`src/rtl/f_fetch_unit_pkg.sv`:
```
`default_nettype none
// ============================================================================
//  Module   : f_fetch_unit_pkg
//  Purpose  : Shared constants, fetch-state encoding and F/D register layout
//             for the F-stage fetch engine.
//  Revision : 1.0  initial release
// ============================================================================
package f_fetch_unit_pkg;

    // Default fetch window: instruction memory occupies 0x3000..0x6FFF
    localparam logic [31:0] c_RESET_PC = 32'h0000_3000;
    localparam logic [31:0] c_IM_BASE  = 32'h0000_3000;
    localparam logic [31:0] c_IM_LIMIT = 32'h0000_6FFF;

    // Fetch engine states
    typedef enum logic [1:0] {
        S_REQ  = 2'd0,   // nothing outstanding, buffer empty
        S_WAIT = 2'd1,   // one read outstanding
        S_HELD = 2'd2    // returned word parked while pipeline stalls
    } fetch_state_e;

    // F/D pipeline register contents
    typedef struct packed {
        logic [31:0] instr;
        logic [31:0] pc4;
        logic        valid;
        logic        adel;
    } fd_reg_t;

    // Sequential PC, wraps modulo 2^32
    function automatic logic [31:0] pc_plus4(input logic [31:0] pc);
        return pc + 32'd4;
    endfunction

endpackage
`default_nettype wire

```
`src/rtl/f_adel_check.sv`:
```
`default_nettype none
// ============================================================================
//  Module   : f_adel_check
//  Purpose  : Combinational word-alignment and address-window checker.
//             Flags an address that is misaligned or outside [BASE, LIMIT].
//  Revision : 1.0  initial release
// ============================================================================
module f_adel_check #(
    parameter logic [31:0] BASE  = 32'h0000_3000,
    parameter logic [31:0] LIMIT = 32'h0000_6FFF
) (
    input  logic [31:0] addr_i,
    output logic        bad_o
);

    // Unsigned compares against the legal window plus word alignment
    always_comb begin
        bad_o = (addr_i[1:0] != 2'b00) || (addr_i < BASE) || (addr_i > LIMIT);
    end

endmodule
`default_nettype wire

```
`src/rtl/f_fetch_unit.sv`:
```
`default_nettype none
// ============================================================================
//  Module   : f_fetch_unit
//  Purpose  : F-stage fetch engine. Holds the PC, issues single-outstanding
//             instruction reads, parks a returned word across stalls and
//             writes the F/D pipeline register.
//  Revision : 1.0  initial release
// ============================================================================
module f_fetch_unit
    import f_fetch_unit_pkg::*;
#(
    parameter logic [31:0] RESET_PC = c_RESET_PC,
    parameter logic [31:0] IM_BASE  = c_IM_BASE,
    parameter logic [31:0] IM_LIMIT = c_IM_LIMIT
) (
    input  logic        clk,
    input  logic        reset,
    input  logic        stall,
    input  logic [31:0] npc_in,
    output logic [31:0] pc_f,
    output logic        im_req,
    output logic [31:0] im_addr,
    input  logic [31:0] im_rdata,
    input  logic        im_rvalid,
    output logic        f_ready,
    output logic [31:0] instr_d,
    output logic [31:0] pc4_d,
    output logic        valid_d,
    output logic        adel_d
);

    fetch_state_e state_q, state_d;
    logic [31:0]  pc_q, pc_d;
    logic [31:0]  buf_q, buf_d;
    fd_reg_t      fd_q, fd_d;

    logic         pc_bad;
    logic         npc_bad;
    logic [31:0]  fetch_word;
    logic         fetch_adel;
    logic         xfer;

    // Address error check on the current PC
    f_adel_check #(
        .BASE  (IM_BASE),
        .LIMIT (IM_LIMIT)
    ) u_adel_pc (
        .addr_i (pc_q),
        .bad_o  (pc_bad)
    );

    // Address error check on the incoming next PC, for back-to-back issue
    f_adel_check #(
        .BASE  (IM_BASE),
        .LIMIT (IM_LIMIT)
    ) u_adel_npc (
        .addr_i (npc_in),
        .bad_o  (npc_bad)
    );

    // Next-state, request and F/D write logic
    always_comb begin
        state_d    = state_q;
        pc_d       = pc_q;
        buf_d      = buf_q;
        fd_d       = fd_q;
        im_req     = 1'b0;
        im_addr    = pc_q;
        f_ready    = 1'b0;
        fetch_word = 32'd0;
        fetch_adel = 1'b0;

        case (state_q)
            S_REQ: begin
                if (pc_bad) begin
                    // Bad address never reaches memory; deliver a nop with the flag
                    f_ready    = 1'b1;
                    fetch_adel = 1'b1;
                end else begin
                    im_req  = 1'b1;
                    state_d = S_WAIT;
                end
            end
            S_WAIT: begin
                if (im_rvalid) begin
                    f_ready    = 1'b1;
                    fetch_word = im_rdata;
                    if (stall) begin
                        buf_d   = im_rdata;
                        state_d = S_HELD;
                    end
                end
            end
            S_HELD: begin
                f_ready    = 1'b1;
                fetch_word = buf_q;
            end
            default: begin
                state_d = S_REQ;
            end
        endcase

        xfer = f_ready && !stall;

        // Transfer: write F/D, take the next PC and, if legal, issue it at once
        if (xfer) begin
            fd_d.instr = fetch_word;
            fd_d.pc4   = pc_plus4(pc_q);
            fd_d.valid = 1'b1;
            fd_d.adel  = fetch_adel;
            pc_d       = npc_in;
            if (!npc_bad) begin
                im_req  = 1'b1;
                im_addr = npc_in;
                state_d = S_WAIT;
            end else begin
                state_d = S_REQ;
            end
        end
    end

    // State, PC, buffer and F/D registers
    always_ff @(posedge clk) begin
        if (reset) begin
            state_q <= S_REQ;
            pc_q    <= RESET_PC;
            buf_q   <= 32'd0;
            fd_q    <= '0;
        end else begin
            state_q <= state_d;
            pc_q    <= pc_d;
            buf_q   <= buf_d;
            fd_q    <= fd_d;
        end
    end

    assign pc_f    = pc_q;
    assign instr_d = fd_q.instr;
    assign pc4_d   = fd_q.pc4;
    assign valid_d = fd_q.valid;
    assign adel_d  = fd_q.adel;

endmodule
`default_nettype wire

```
`config.mk`:
```
export PLATFORM = sky130hd
export DESIGN_NAME = f_fetch_unit
export DESIGN_NICKNAME = d
export VERILOG_FILES = /design/src/rtl/f_fetch_unit_pkg.sv /design/src/rtl/f_adel_check.sv /design/src/rtl/f_fetch_unit.sv
export SDC_FILE = /design/constraint.sdc
export NUM_CORES = 1
export LEC_CHECK = 0
export CAP_MARGIN = 20
export CELL_PAD_IN_SITES_DETAIL_PLACEMENT = 0
export CELL_PAD_IN_SITES_GLOBAL_PLACEMENT = 2
export CORE_ASPECT_RATIO = 0.8
export CORE_UTILIZATION = 23
export CTS_CLUSTER_SIZE = 25
export DETAILED_ROUTE_END_ITERATION = 10
export PLACE_DENSITY = 0.79
export RECOVER_POWER = 100
export SLEW_MARGIN = 20
export SYNTH_ARGS = -nofsm -noshare
export SYNTH_HDL_FRONTEND = slang
export SYNTH_SLANG_ARGS = --single-unit
```
`constraint.sdc`:
```
create_clock -name clk -period 2.65 [get_ports clk]
set_input_delay 0.53 -clock clk [delete_from_list [all_inputs] [get_ports clk]]
set_output_delay 0.53 -clock clk [all_outputs]
set_load 0.02 [all_outputs]
```
==> flow_metrics.tcl <==
set metrics [dict create \
    p_sw_frac 0.339 \
    cap_violations 0 \
    routabilityCongestion 0.788 \
    synth_compound_area_frac 0.181 \
    dp.cells 1294 \
    synth_nets 825 \
    rr_endpoint "state_q[0]$_SDFFE_PP0P_" \
    r2r_cells 8 \
    vdd_drop_max_mv 0.573 \
    portBuffers 199 \
    hp-class "flip-flop to flip-flop" \
    overflow 0 \
    final_area_um2 9570 \
    critPathLaunchType "flip-flop" \
    ant_nets 0 \
    worstMarginPinSlew_ps 840 \
    htree_levels 4 \
    max_slew_margin 0.440 \
    grtUsageTotal 0.163 \
    setup_viol 34 \
    min_from "pc4_d[0]$_SDFFE_PP0N_" \
    final_cell_count_no_fill 1338 \
    diodes 0 \
    synth_top_area_cell "dfxtp_1" \
    ios 200 \
    fin_nets 1049 \
    violations "negative setup slack" \
    fillers 2661 \
    yosys.area_share.simple 0.244 \
    mappedNetlistArea_um2 6060 \
    wl_per_cell_um 16.0 \
    pwr_density_cell_nw_per_um2 719 \
    synth_most_common_cell "nand2_1" \
    p_sw_mw 2.33 \
    synth_edf_count 0 \
    cts.clk_slew.worst_paths_ps 60 \
    crit_fanout 15 \
    drtPass1Iterations 4 \
    hold_viol 0 \
    period_share 1.11 \
    routed_wl_mm 21.5 \
    combPwrFrac 0.310 \
    grt_pass1_wl_mm 33.9 \
    max_freq_ghz 0.339 \
    cts_tree "done" \
    start_util 0.237 \
    timing.hold.ws_ps 453 \
    placed_area_um2 8700 \
    power_mw 6.88 \
    rsz0062_at_grt "yes" \
    post-route-util 0.374 \
    grt_pass1_vias 5885 \
    status "finished, violations left" \
    area_growth_pct 58.0 \
    drive_gt1_frac 0.191 \
    yosysUniqueCellTypes 38 \
    core_um2 25600 \
    cts_buffer_depth 2 \
    synth_warnings 0 \
    netlist_top_cells_area "dfxtp_1 (44%), nand2_1 (11%), a21oi_1 (8.4%)" \
    yosys.area.top_type_share 0.436 \
    drtIter0Drc 291 \
    die_area_um2 27000 \
    finalSetupTns_ps -8270 \
    ff2ff_setup_slack_ps 270 \
    p_clk_frac 0.355 \
    holdPathEnd "pc4_d[0]$_SDFFE_PP0N_" \
    clock_latency_ps 430 \
    intPower_mw 4.55 \
    holdPathStages 2 \
    synth_common_cells "nand2_1 (181), dfxtp_1 (132), a21oi_1 (102)" \
    synth_top_family_by_area "simple AND/OR/NAND/NOR gates" \
    syn_area_per_cell_um2 8.08 \
    fin_crit_ps 2950 \
    cts_made_buffers 17 \
    synthCells 750 \
    antenna_found_initial 0 \
    num_rows 52 \
    synth.area.mux_share 0.0297 \
    vias 5990 \
    maxSlewViolCount 0 \
    viasPerCell 4.48 \
    hpwlAfterDp_mm 14.5 \
    sequentialPowerShare 0.335 \
    synthAdderAreaFrac 0.0145 \
    ys_seq_elements 132 \
    cts_root_buf "clkbuf_16" \
    layout_setup_ws_ps -304 \
    skew_ps 14.0 \
    cp-end-kind "output pin" \
    r2r-start "state_q[1]$_SDFFE_PP0P_" \
    clock_sinks 132 \
    cp.required_ps 2120 \
    yosys_most_used_dff "dfxtp_1" \
    ys_seq_area_frac 0.436 \
    die_w_um 183 \
    grt_max_degree 71 \
    drc 0 \
    synth-xor-area-share 0.0419 \
    power_leakage_nw 3.55 \
    crit_arrival_ps 2420 \
    hold_buffers 0 \
    die_h_um 147 \
    crit_type "flip-flop to output pin" \
    async_flop_share 0 \
    pre_cts_ws_ps -1060 \
]
==> per-layer routing <==
layer  routed length, µm  global-route usage  up-vias  share of wire
met1               10800               0.224     2793           0.50
met4                 259              0.0492        0          0.012
met5                   0                   0        -              0
met2                9520               0.251      138           0.44
met3                 885              0.0382       22          0.041
li1                    -                   -     3037              -
==> power by group through the flow <==
stage / registers (mW) / clock network (mW) / logic [mW]
after detailed placement: 2.34 / 0 / 2.08
after floorplan: 2.54 / 0 / 0.886
after CTS: 2.30 / 2.53 / 2.10
after global routing: 2.33 / 2.62 / 2.32
final: 2.30 / 2.45 / 2.14
after global placement: 2.34 / 0 / 2.08
==> worst max path at each step <==
| stage | start | endpoint | slack, ps | cells after the start |
|---|---|---|---|---|
| 6_report | state_q[1]$_SDFFE_PP0P_ | im_addr[6] | -300 | 9 |
| 5_1_grt | state_q[1]$_SDFFE_PP0P_ | im_addr[8] | -380 | 9 |
| 4_1_cts | state_q[1]$_SDFFE_PP0P_ | im_addr[11] | -320 | 9 |
| 3_5_place_dp | npc_in[26] | im_addr[3] | -1060 | 8 |
| 3_3_place_gp | npc_in[25] | im_addr[5] | -1090 | 8 |
| 2_1_floorplan | state_q[0]$_SDFFE_PP0P_ | im_addr[10] | 7 | 9 |
==> cell usage in the layout, fill, tap and decap left out, drive strengths merged, types with 7 or more instances in the layout <==
cell and n:
buf 107, ha 7, mux2 13, clkdlybuf4s50 151, clkbuf 19, a21oi 102
and2 23, nand4 14, nor2 35, nor4 9, inv 11, nand2 181
a22o 32, dfxtp 132, xor2 25, dlygate4sd2 13, a211oi 30, nand3 48
==> critical path: stages (launching register included) <==
cell and delay, ps:
dfxtp_4 370, inv_4 70, ha_4 140, and2_4 140
o31a_1 210, o21ai_4 80, or3_4 370, buf_12 170
mux2_4 290, buf_2 160
==> state kept, by name, indices dropped and copies added, names as in the netlist <==
name and flops:
buf_q 32, instr_d 32, pc4_d 32, pc_f 32, state_q 2, adel_d 1, valid_d 1
==> timing repair <==
action | CTS | global route
buffers inserted | 9 | 3
cloned | 1 | 0
resized for setup | 193 | 46
pin swaps | 7 | 6
endpoints found under the setup margin | 34 | 34
==> area by class of cell <==
| type | count | area [µm²] | share of cell area |
|---|---|---|---|
| sequential | 132 | 2650 | 0.277 |
| tap | 351 | 439 | 0.0459 |
| clock buffer | 18 | 439 | 0.0459 |
| clock inverter | 14 | 164 | 0.0171 |
| multi-input combinational | 548 | 3280 | 0.342 |
| timing repair buffer | 272 | 2590 | 0.270 |
| inverter | 3 | 13.8 | 0.00144 |
==> kinds of logic after synthesis <==
kind of cell | after synthesis
DFF | 132
buffers and inverters | 70
xor gates and xnor gates | 29
AOI/OAI and AO/OA | 173
adders and majority gates | 7
and+or+nand+nor | 326
muxes | 13
Power figures use the tool's default switching activity.
